File: src/rtl/uart_tx_serializer.sv
// UART transmitter popping bytes from an upstream FIFO; parity stage enabled by UART_TX_PARITY_EN.
// Latency: tx falls 3 clk edges after fifo_empty low is seen in IDLE; 3 tx-high gap cycles between frames.
// Backpressure: pops only from IDLE; a byte whose data_valid misses the WAIT cycle is dropped.
module uart_tx_serializer #(
    parameter int CLKS_PER_BIT = 868,
    parameter int STOP_BITS    = 1,
    parameter int PARITY_ODD   = 0
) (
    input  logic       clk,
    input  logic       reset_n,
    input  logic       fifo_empty,
    output logic       read_en,
    input  logic       data_valid,
    input  logic [7:0] fifo_data,
    output logic       tx,
    output logic       tx_busy,
    output logic       tx_done
);

    localparam int              CW        = (CLKS_PER_BIT > 1) ? $clog2(CLKS_PER_BIT) : 1;
    localparam logic [CW-1:0]   CNT_MAX   = CW'(CLKS_PER_BIT - 1);
    localparam logic [2:0]      STOP_LAST = 3'(STOP_BITS - 1);

    if (CLKS_PER_BIT < 2) begin : g_bad_cpb
        $error("uart_tx_serializer: CLKS_PER_BIT must be >= 2");
    end
    if (STOP_BITS != 1 && STOP_BITS != 2) begin : g_bad_stop
        $error("uart_tx_serializer: STOP_BITS must be 1 or 2");
    end
    if (PARITY_ODD != 0 && PARITY_ODD != 1) begin : g_bad_par
        $error("uart_tx_serializer: PARITY_ODD must be 0 or 1");
    end

    typedef enum logic [2:0] {
        IDLE   = 3'd0,
        FETCH  = 3'd1,
        WAIT   = 3'd2,
        START  = 3'd3,
        DATA   = 3'd4,
        PARITY = 3'd5,
        STOP   = 3'd6
    } state_t;

    state_t        state_q, state_d;
    logic [CW-1:0] cnt_q, cnt_d;
    logic [2:0]    idx_q, idx_d;
    logic [7:0]    shift_q, shift_d;
    logic          bit_end;

`ifdef UART_TX_PARITY_EN
    logic          par_q, par_d;
`endif

    assign bit_end = (cnt_q == CNT_MAX);

    always_ff @(posedge clk or negedge reset_n) begin
        if (!reset_n) begin
            state_q <= IDLE;
            cnt_q   <= '0;
            idx_q   <= '0;
            shift_q <= '0;
`ifdef UART_TX_PARITY_EN
            par_q   <= 1'b0;
`endif
        end else begin
            state_q <= state_d;
            cnt_q   <= cnt_d;
            idx_q   <= idx_d;
            shift_q <= shift_d;
`ifdef UART_TX_PARITY_EN
            par_q   <= par_d;
`endif
        end
    end

    always_comb begin
        state_d = state_q;
        cnt_d   = cnt_q;
        idx_d   = idx_q;
        shift_d = shift_q;
`ifdef UART_TX_PARITY_EN
        par_d   = par_q;
`endif
        case (state_q)
            IDLE: begin
                if (!fifo_empty) state_d = FETCH;
            end
            FETCH: begin
                state_d = WAIT;
            end
            WAIT: begin
                if (data_valid) begin
                    shift_d = fifo_data;
`ifdef UART_TX_PARITY_EN
                    par_d   = (^fifo_data) ^ 1'(PARITY_ODD);
`endif
                    cnt_d   = '0;
                    idx_d   = '0;
                    state_d = START;
                end else begin
                    state_d = IDLE;
                end
            end
            START: begin
                cnt_d = cnt_q + CW'(1);
                if (bit_end) begin
                    cnt_d   = '0;
                    state_d = DATA;
                end
            end
            DATA: begin
                cnt_d = cnt_q + CW'(1);
                if (bit_end) begin
                    cnt_d   = '0;
                    shift_d = {1'b0, shift_q[7:1]};
                    idx_d   = idx_q + 3'd1;
                    if (idx_q == 3'd7) begin
                        idx_d = '0;
`ifdef UART_TX_PARITY_EN
                        state_d = PARITY;
`else
                        state_d = STOP;
`endif
                    end
                end
            end
`ifdef UART_TX_PARITY_EN
            PARITY: begin
                cnt_d = cnt_q + CW'(1);
                if (bit_end) begin
                    cnt_d   = '0;
                    state_d = STOP;
                end
            end
`endif
            STOP: begin
                cnt_d = cnt_q + CW'(1);
                if (bit_end) begin
                    cnt_d = '0;
                    idx_d = idx_q + 3'd1;
                    if (idx_q == STOP_LAST) begin
                        idx_d   = '0;
                        state_d = IDLE;
                    end
                end
            end
            default: begin
                state_d = IDLE;
            end
        endcase
    end

    // tx is decoded from state so reset drives the line high without waiting for a clock.
    always_comb begin
        tx = 1'b1;
        case (state_q)
            START:   tx = 1'b0;
            DATA:    tx = shift_q[0];
`ifdef UART_TX_PARITY_EN
            PARITY:  tx = par_q;
`endif
            default: tx = 1'b1;
        endcase
    end

    assign read_en = (state_q == FETCH);
    assign tx_busy = (state_q != IDLE);
    assign tx_done = (state_q == STOP) && bit_end && (idx_q == STOP_LAST);

endmodule

File: config.mk
export PLATFORM = sky130hd
export DESIGN_NAME = uart_tx_serializer
export DESIGN_NICKNAME = d
export VERILOG_FILES = /design/src/rtl/uart_tx_serializer.sv
export SDC_FILE = /design/constraint.sdc
export NUM_CORES = 1
export LEC_CHECK = 0
export CAP_MARGIN = 10
export CELL_PAD_IN_SITES_DETAIL_PLACEMENT = 1
export CELL_PAD_IN_SITES_GLOBAL_PLACEMENT = 1
export CORE_ASPECT_RATIO = 0.9
export CORE_UTILIZATION = 45
export CTS_CLUSTER_DIAMETER = 120
export DETAILED_ROUTE_END_ITERATION = 10
export GPL_TIMING_DRIVEN = 1
export PLACE_DENSITY_LB_ADDON = 0.1
export SLEW_MARGIN = 20
export SYNTH_ARGS = -nofsm -noshare
export SYNTH_HDL_FRONTEND = slang
export SYNTH_SLANG_ARGS = --single-unit
File: constraint.sdc
create_clock -name clk -period 3.2 [get_ports clk]
set_clock_uncertainty 0.1 [all_clocks]
set_input_delay 0.48 -clock clk [delete_from_list [all_inputs] [get_ports clk]]
set_output_delay 0.48 -clock clk [all_outputs]
set_load 0.03 [all_outputs]
==> metrics.txt <==
Syn Inst Count 145; static leakage 0.745 nW; Avg Inst Size Synth 10.3 um2; Worst Tran Pin Value 0.500 ns; H-tree Lvls 1; initial antenna violation count 0; ys flop type dfrtp_1; vias after detailed routing 1162; Detailed Routing Iterations Pass 1 4; DR DRC count 0; Die Height 56.7 um; mux cell area share after synthesis 0.119; YS warnings 0; FMAX 0.345 GHz; share of cells above drive strength 1 0.214; worst-path maximum fanout 5; Worst setup EP type primary output; GR Overflow Total 0; all-layer global routing usage 0.221; asr flop ratio synth 1.00; clock sinks 24; core box area 0.00311 mm2; area delta synth->final 15.5%; top cells by area in the synthesized netlist dfrtp_1, mux2_2, nand3_1; synthesized net count 161; Die Wd 62.8 um; Synth Area in XOR/XNOR 0; Reg clk slew, reported paths 0.09 ns; IO Port Bufs 15; EDFF count, synth 0; drt first-iter violations 56; CTS resizes 0; later-pin clock latency in the skew report 0.27 ns; initial core utilization 0.481; post-synth top area share 0.401; die area 0.00356 mm2; Seq/Total Area, Yosys 0.401; Post-CTS Setup Inserts 0; Nets 176; RD Place Congestion 0.818; Slew headroom 0.667; worst path arrival time 2.32 ns; total I/O pin count 16; MaxCap Viol Count 0; Post-Syn Area 0.00150 mm2; type of origin of the critical path flop; CTS Buf Count 3; RSZ-0062 raised after global routing no; CTS Buffer Depth 2; Final Setup Violations 0; Via density 5.78; Adder-Cell Fraction of Synth Area 0.0334; setup TNS 0 ns; count of final hold-check violations 0; Final Instance Area 0.00173 mm2; clock tree root driver cell clkbuf_8; IR drop worst, VDD 0.191 mV; Post-CTS Hold Buffers 0; Synth Area in Compound Gates 0.164; drt wl/cell 16.9 um; post-synthesis simple-gate area fraction 0.225; crit path time final 2.90 ns; Unique masters post-synth 45; vias in the first global route 1267; first-pass GRT wire length 6.19 mm; final slew viol count 0; Non-Filler Instances 201; DRT antenna net count 0; post-placement cell count 197; main combinational cell family by area after synthesis simple AND/OR/NAND/NOR gates; Post-DP HPWL 2.54 mm; Cell Rows 19; WS Path Type flop to primary output; post-synthesis register bit count 24; Hold WC Path Type flop to flop; outcome completed; CTS tree done; largest net degree at the start of global routing 25; cell taking the most area after synthesis dfrtp_1; final WL 3.40 mm; dpl cell area 0.00166 mm2; worst path required time 2.62 ns; Final Cycle Share 0.907; PD cells 345 mW/mm2; n_diodes 0
==> through the flow <==
step / setup slack, ns / hold slack, ns / power (W) / utilization
final: 0.298 / 0.414 / 0.000597 / 0.556
after global routing: 0.151 / 0.431 / 0.000617 / 0.556
after CTS: 0.287 / 0.415 / 0.000607 / 0.556
after detailed placement: 0.609 / 0.390 / 0.000334 / 0.533
after global placement: 0.691 / 0.377 / 0.000334 / 0.533
after floorplan: 0.798 / 0.0844 / 0.000313 / -
==> registers in the layout, summed over array words and instances, names as in the netlist <==
register,count
shift_q,8
state_q,3
cnt_q,10
idx_q,3
==> final cells by class <==
type	count	area, um2
clock inverter	1	30.0
timing repair buffer	18	173
clock buffer	3	41.3
multi-input combinational	107	811
tap	42	52.6
sequential	24	601
inverter	6	22.5
fill	364	1380
==> Yosys cell counts, types with 2 or more instances <==
| library cell | number |
|---|---|
| o31ai_1 | 3 |
| a41oi_1 | 2 |
| buf_6 | 4 |
| nor2b_1 | 2 |
| inv_1 | 6 |
| nor3_1 | 4 |
| o21ai_0 | 6 |
| a21oi_1 | 2 |
| or3_1 | 3 |
| and3_1 | 2 |
| dfrtp_1 | 24 |
| nor2_1 | 8 |
| mux2_2 | 15 |
| buf_2 | 3 |
| ha_1 | 4 |
| nand4_1 | 3 |
| nand2b_1 | 4 |
| nand2_1 | 5 |
| nand3b_1 | 3 |
| a31oi_1 | 6 |
| nand3_1 | 12 |
==> worst max-delay path, stage by stage (launching register included) <==
cell and delay [ns]:
dfrtp_1 0.44, ha_1 0.28, nor4b_4 0.27, nand3_1 0.16, nor3_1 0.20, clkdlybuf4s50_1 0.70
==> kinds of logic after synthesis <==
logic type	Yosys count
adder cells (fa/ha/maj)	4
buffers and inverters	14
AND/OR/NAND/NOR	55
multiplexers	16
flip-flops	24
AO/OA/AOI/OAI	32
==> worst paths after layout <==
kind                            start    endpoint  slack, ns  cells after the start
setup / recovery             cnt_q[0]     tx_done       0.30                      5
hold / removal             shift_q[7]  shift_q[7]       0.41                      1
hold reg to reg            shift_q[7]  shift_q[7]       0.41                      1
max in group asynchronous     reset_n    cnt_q[7]       2.28                      2
setup reg to reg             cnt_q[0]  shift_q[6]       1.21                      5
min in group asynchronous     reset_n    idx_q[2]       0.47                      2
==> where the power goes <==
| part | internal, W | total (W) | switching (W) |
|---|---|---|---|
| Sequential | 0.000303 | 0.000303 | 0 |
| Clock | 0.000167 | 0.000269 | 0.000102 |
| Combinational | 0.0000157 | 0.0000250 | 0.00000929 |
| Total | 0.000486 | 0.000597 | 0.000111 |
==> cells in the final DEF, fill, tap and decap left out, types with 2 or more instances in the layout <==
cell	Yosys	layout
nand2b_1	4	4
inv_1	6	6
nand3_1	12	12
nor2b_1	2	2
a21oi_1	2	2
or3_1	3	3
and3_1	2	2
nand2_1	5	5
nand3b_1	3	3
clkdlybuf4s50_1	0	15
a31oi_1	6	6
clkbuf_8	0	3
nor3_1	4	4
o31ai_1	3	3
mux2_2	15	15
nor2_1	8	8
buf_4	0	3
nand4_1	3	3
o21ai_0	6	6
ha_1	4	4
dfrtp_1	24	24
a41oi_1	2	2
==> per-layer routing <==
| metal | up-vias | wire length (um) | track usage |
|---|---|---|---|
| met5 | - | 0 | 0 |
| met4 | 0 | 27 | 0.0598 |
| met3 | 2 | 61 | 0.0183 |
| met2 | 15 | 1620 | 0.360 |
| met1 | 578 | 1700 | 0.315 |
| li1 | 567 | - | - |
Power figures use the tool's default switching activity.
